**config.mk**
```make
export PLATFORM = sky130hd
export DESIGN_NAME = sht10_meas_scheduler
export DESIGN_NICKNAME = d
export VERILOG_FILES = /design/src/rtl/sht10_meas_scheduler.sv
export SDC_FILE = /design/constraint.sdc
export NUM_CORES = 1
export LEC_CHECK = 0
export ABC_CLOCK_PERIOD_IN_PS = 5800
export CAP_MARGIN = 20
export CORE_MARGIN = 2
export CORE_UTILIZATION = 55
export CTS_CLUSTER_SIZE = 16
export DETAILED_ROUTE_END_ITERATION = 6
export PLACE_DENSITY = 0.73
export SLEW_MARGIN = 20
export SYNTH_ARGS = -nofsm -noshare
export SYNTH_HDL_FRONTEND = slang
export SYNTH_SLANG_ARGS = --single-unit
export TNS_END_PERCENT = 10
```
**constraint.sdc**
```tcl
create_clock -name clock -period 5.8 [get_ports clock]
set_input_delay 0.87 -clock clock [delete_from_list [all_inputs] [get_ports clock]]
set_output_delay 0.87 -clock clock [all_outputs]
set_load 0.05 [all_outputs]
```
**src/rtl/sht10_meas_scheduler.sv**
```systemverilog
// SHT10 measurement scheduler: periodic temperature/humidity conversions
// with error/timeout supervision, connection reset and bounded retries.
module sht10_meas_scheduler #(
    parameter int unsigned PERIOD_CYCLES  = 100000000,
    parameter int unsigned TIMEOUT_CYCLES = 40000000,
    parameter int unsigned RESET_CYCLES   = 1000,
    parameter int unsigned MAX_RETRY      = 3
) (
    input  logic        clock,
    input  logic        reset,
    input  logic        enable,
    output logic        meas_start,
    output logic        meas_sel,
    output logic        conn_reset,
    input  logic        sensor_done,
    input  logic        sensor_error,
    input  logic [15:0] sensor_data,
    output logic [13:0] temp_raw,
    output logic [11:0] rh_raw,
    output logic        temp_valid,
    output logic        rh_valid,
    output logic        fault,
    output logic        busy,
    output logic [7:0]  err_count
);

    typedef enum logic [2:0] {
        IDLE,
        ISSUE,
        WAIT_DONE,
        LATCH,
        CONN_RST,
        WAIT_PERIOD
    } state_t;

    localparam logic [31:0] P_LAST   = 32'(PERIOD_CYCLES - 1);
    localparam logic [31:0] TO_LAST  = 32'(TIMEOUT_CYCLES - 1);
    localparam logic [31:0] RST_LAST = 32'(RESET_CYCLES - 1);
    localparam logic [7:0]  MR       = 8'(MAX_RETRY);

    state_t      r_state;
    state_t      w_next;
    state_t      w_after;
    logic        r_sel;
    logic [31:0] r_per_cnt;
    logic [31:0] r_to_cnt;
    logic [31:0] r_rst_cnt;
    logic [7:0]  r_retry;
    logic [7:0]  r_err_cnt;
    logic [13:0] r_temp;
    logic [11:0] r_rh;
    logic        r_temp_vld;
    logic        r_rh_vld;
    logic        r_fault;
    logic        w_fail;
    logic        w_ok;
    logic        w_retry;
    logic        w_adv;
    logic        w_per_clr;
    logic        w_unused;

    assign w_unused = ^sensor_data[15:14];

    always_comb begin
        w_fail = 1'b0;
        w_ok   = 1'b0;
        if (r_state == WAIT_DONE) begin
            // error beats done, done beats timeout
            w_fail = sensor_error ||
                     (!sensor_done && r_to_cnt == TO_LAST);
            w_ok   = !sensor_error && sensor_done;
        end
        w_retry = w_fail && (r_retry < MR);
        w_adv   = (r_state == LATCH) || (w_fail && !w_retry);
        if (r_sel)
            w_after = WAIT_PERIOD;
        else if (enable)
            w_after = ISSUE;
        else
            w_after = IDLE;

        w_next = r_state;
        unique case (r_state)
            IDLE: begin
                if (enable)
                    w_next = ISSUE;
            end
            ISSUE: begin
                w_next = WAIT_DONE;
            end
            WAIT_DONE: begin
                if (w_retry)
                    w_next = CONN_RST;
                else if (w_adv)
                    w_next = w_after;
                else if (w_ok)
                    w_next = LATCH;
            end
            LATCH: begin
                w_next = w_after;
            end
            CONN_RST: begin
                if (r_rst_cnt == RST_LAST)
                    w_next = ISSUE;
            end
            WAIT_PERIOD: begin
                if (!enable)
                    w_next = IDLE;
                else if (r_per_cnt == P_LAST)
                    w_next = ISSUE;
            end
            default: begin
                w_next = IDLE;
            end
        endcase

        w_per_clr = (w_next == ISSUE) &&
                    (r_state == IDLE || r_state == WAIT_PERIOD);
    end

    always_ff @(posedge clock or negedge reset) begin
        if (!reset) begin
            r_state    <= IDLE;
            r_sel      <= 1'b0;
            r_per_cnt  <= '0;
            r_to_cnt   <= '0;
            r_rst_cnt  <= '0;
            r_retry    <= '0;
            r_err_cnt  <= '0;
            r_temp     <= '0;
            r_rh       <= '0;
            r_temp_vld <= 1'b0;
            r_rh_vld   <= 1'b0;
            r_fault    <= 1'b0;
        end else begin
            r_state    <= w_next;
            r_temp_vld <= 1'b0;
            r_rh_vld   <= 1'b0;

            if (r_state == IDLE)
                r_sel <= 1'b0;
            else if (w_adv)
                r_sel <= !r_sel && enable;

            // period count saturates so an overrun restarts at once
            if (w_per_clr)
                r_per_cnt <= '0;
            else if (r_per_cnt != P_LAST)
                r_per_cnt <= r_per_cnt + 32'd1;

            if (r_state == WAIT_DONE)
                r_to_cnt <= r_to_cnt + 32'd1;
            else
                r_to_cnt <= '0;

            if (r_state == CONN_RST)
                r_rst_cnt <= r_rst_cnt + 32'd1;
            else
                r_rst_cnt <= '0;

            if (r_state == IDLE || w_adv)
                r_retry <= '0;
            else if (w_retry)
                r_retry <= r_retry + 8'd1;

            if (w_fail && r_err_cnt != 8'hFF)
                r_err_cnt <= r_err_cnt + 8'd1;

            if (r_state == IDLE && enable)
                r_fault <= 1'b0;
            else if (w_fail && !w_retry)
                r_fault <= 1'b1;

            if (w_ok && !r_sel) begin
                r_temp     <= sensor_data[13:0];
                r_temp_vld <= 1'b1;
            end
            if (w_ok && r_sel) begin
                r_rh     <= sensor_data[11:0];
                r_rh_vld <= 1'b1;
            end
        end
    end

    assign meas_start = (r_state == ISSUE);
    assign meas_sel   = r_sel;
    assign conn_reset = (r_state == CONN_RST);
    assign busy       = (r_state != IDLE) && (r_state != WAIT_PERIOD);
    assign temp_raw   = r_temp;
    assign rh_raw     = r_rh;
    assign temp_valid = r_temp_vld;
    assign rh_valid   = r_rh_vld;
    assign fault      = r_fault;
    assign err_count  = r_err_cnt;

endmodule
```
==> impl_metrics.ini <==
[global_route]
track_usage_pct = 23.0
grt_max_degree = 97
grt_pass1_wl_mm = 24.8
grt_pass1_vias = 5239
antenna_found_initial = 0
grt-ovfl-total = 0

[clock_tree]
cts_htree_levels = 4
cts_root_buf = clkbuf_16
cts_resized = 0
post_cts_buffers = 0
worst_skew_pair.late_latency_ps = 420
cts_sinks = 145
hold_buffers = 0
clock_path_buffers = 2
clk_pin_slew_ps = 60
cts_made_buffers = 17
cts_tree = done

[route]
first_iter_violations = 455
wirelength_mm = 14.7
num_vias = 5364
drc = 0
viasPerCell = 5.77
firstDrtPassIters = 7
wire_per_inst_um = 15.8
drtAntennaViolNets = 0

[sta]
rsz0062_at_grt = no
setup_viol = 0
maxSlewHeadroom_pct = 34.7
maxSlewViolCount = 0
timing.fmax_mhz = 301
period_needed_ps = 3330
finClkSkew_ps = 6.05
hold_viol_final = 0
worstMarginPinSlew_ps = 970
timing.final.crit_share_pct = 57.3
fin_tns_setup_ps = 0

[place]
routabilityCongestion = 0.844
place_hpwl_mm = 9.51
placement.io_buffers = 59

[yosys]
synth_async_sr_flop_share_pct = 100
netlist_instances = 693
ys_types = 51
ys.flop_type = dfrtp_1
synthAdderAreaFrac_pct = 0.889
synth_top_family_by_area = simple AND/OR/NAND/NOR gates
synth_area_um2 = 7030
synth.avg_cell_area_um2 = 10.2
synth_nets = 719
synth_compound_area_share_pct = 5.53
synth_warnings = 0
yosysSeqAreaShare_pct = 51.6
synth-seq-cells = 145
synthSimpleGateAreaFrac_pct = 25.5
synth-edff-count = 0
synth-xor-area-share_pct = 9.21
synthMuxAreaShare_pct = 4.80

[worst_hold_path]
min_path_type = reg -> reg

[floorplan]
pin_count = 62
die_x_um = 117
start_util_pct = 56.0
fp-row-count = 41
die_area_um2 = 13700
core_um2 = 12600
die_h_um = 117

[critical_path]
critPathCaptureType = output pin
slowest_delay_ps = 850
worst-setup-path-type = reg -> out
required_ps = 4930
crit_fanout = 31
arrival_ps = 2460
crit_chain = nor2_1 > nand2_1 > buf_4 > inv_1 > clkdlybuf4s50_1
startpoint_type = flop
crit_path_top_delay_cell = clkdlybuf4s50_1

[final_layout]
multiInputGateArea_um2 = 3240
ff_latch_area_um2 = 3630
fillers = 968
drive_gt1_share_pct = 10.0
synthToLayoutAreaGrowth_pct = 19.1
layout.nets = 772
insertedDiodeCount = 0

[run_status]
status = completed

[pwr]
p_total_mw = 3.38
powerDensity_nw_per_um2 = 404
p_leak_nw = 3.53
peakVddDrop_uv = 399

[run]
cap_viol_max_count = 0
-- cell usage in the layout, fill, tap and decap left out, types with 20 or more instances in the layout --
cell             instances
a21oi_1                 22
and3_1                  22
clkdlybuf4s50_1         58
dfrtp_1                145
mux2_2                  26
nand2_1                 44
nand3_1                 38
nand4_1                 36
nor2_1                  88
nor3_1                  20
xnor2_1                 32
xor2_1                  42
-- layer usage --
metal / global-route usage [%] / part of all wire [%]
met5: 0 / 0
met4: 7.69 / 1.4
met3: 6.54 / 4.2
met2: 35.2 / 48
met1: 31.7 / 46
-- final timing paths --
kind,start,endpoint,slack [ps],cells past startpoint
setup / recovery,r_state[1],conn_reset,2470,5
min in group asynchronous,reset,r_rst_cnt[22],520,1
setup reg to reg,r_per_cnt[0],r_per_cnt[30],3120,6
max in group asynchronous,reset,r_rst_cnt[13],4060,2
hold / removal,fault,fault,500,2
hold reg to reg,fault,fault,500,2
-- sequential cells by signal (all words and copies together) (netlist names) --
name,cells
temp_raw,14
rh_valid,1
r_to_cnt,32
fault,1
r_rst_cnt,32
temp_valid,1
meas_sel,1
r_per_cnt,32
r_state,3
r_retry,8
err_count,8
rh_raw,12
-- cells by family (layout without fill, tap and decap cells) --
group | count (synthesis) | in the layout
AO/OA/AOI/OAI | 62 | 62
buffers and inverters | 41 | 106
flip-flops | 145 | 145
XOR/XNOR | 74 | 74
multiplexers | 30 | 30
AND/OR/NAND/NOR | 336 | 336
adder cells (fa/ha/maj) | 5 | 5
-- where the power goes --
part | leakage, nW | total (mW) | internal (mW) | switching, mW
Clock | 0.307 | 1.16 | 0.747 | 0.412
Sequential | 1.98 | 1.24 | 1.13 | 0.108
Combinational | 1.23 | 0.982 | 0.331 | 0.651
-- final cells by class --
type | instances | share of cell area, %
Sequential cell | 145 | 43.3
Inverter | 12 | 0.538
Clock inverter | 11 | 1.91
Clock buffer | 20 | 5.57
Tap cell | 172 | 2.57
Multi-Input combinational cell | 507 | 38.7
Timing Repair Buffer | 63 | 7.42
-- synthesized netlist by cell type, drive strengths merged (3+ instances only) --
master / count / area, µm²
nand2: 45 / 171
nand3: 38 / 190
buf: 9 / 51.3
inv: 12 / 45.0
dfrtp: 145 / 3630
ha: 5 / 62.6
xnor2: 32 / 280
o21ai: 16 / 80.1
and4: 19 / 166
clkbuf: 20 / 75.1
nand4: 36 / 225
a21oi: 22 / 110
or3: 17 / 106
xor2: 42 / 368
nor4: 17 / 113
a31oi: 7 / 43.8
o31ai: 8 / 60.1
or4: 9 / 72.6
mux2: 27 / 308
nor3: 21 / 110
and3: 23 / 145
nor2: 88 / 330
nor2b: 7 / 43.8
mux2i: 3 / 30.0
and2: 5 / 31.3
-- stage by stage --
step	hold WS (ps)	setup slack [ps]	std cells	utilization, %	cell area (µm²)
2_1_floorplan	448	3240	693	-	7030
3_3_place_gp	463	2570	899	61.6	7740
3_5_place_dp	485	2540	899	61.7	7750
4_1_cts	496	2480	930	66.7	8380
5_1_grt	508	2370	930	66.7	8380
6_report	501	2470	930	66.7	8380
-- worst max-delay path, delay by kind of cell (launching register included) --
kind,cells,cell delay [ps]
flip-flops,1,480
AND/OR/NAND/NOR,2,230
buffers and inverters,3,1320
No activity file was read; power rests on OpenSTA's default activity.
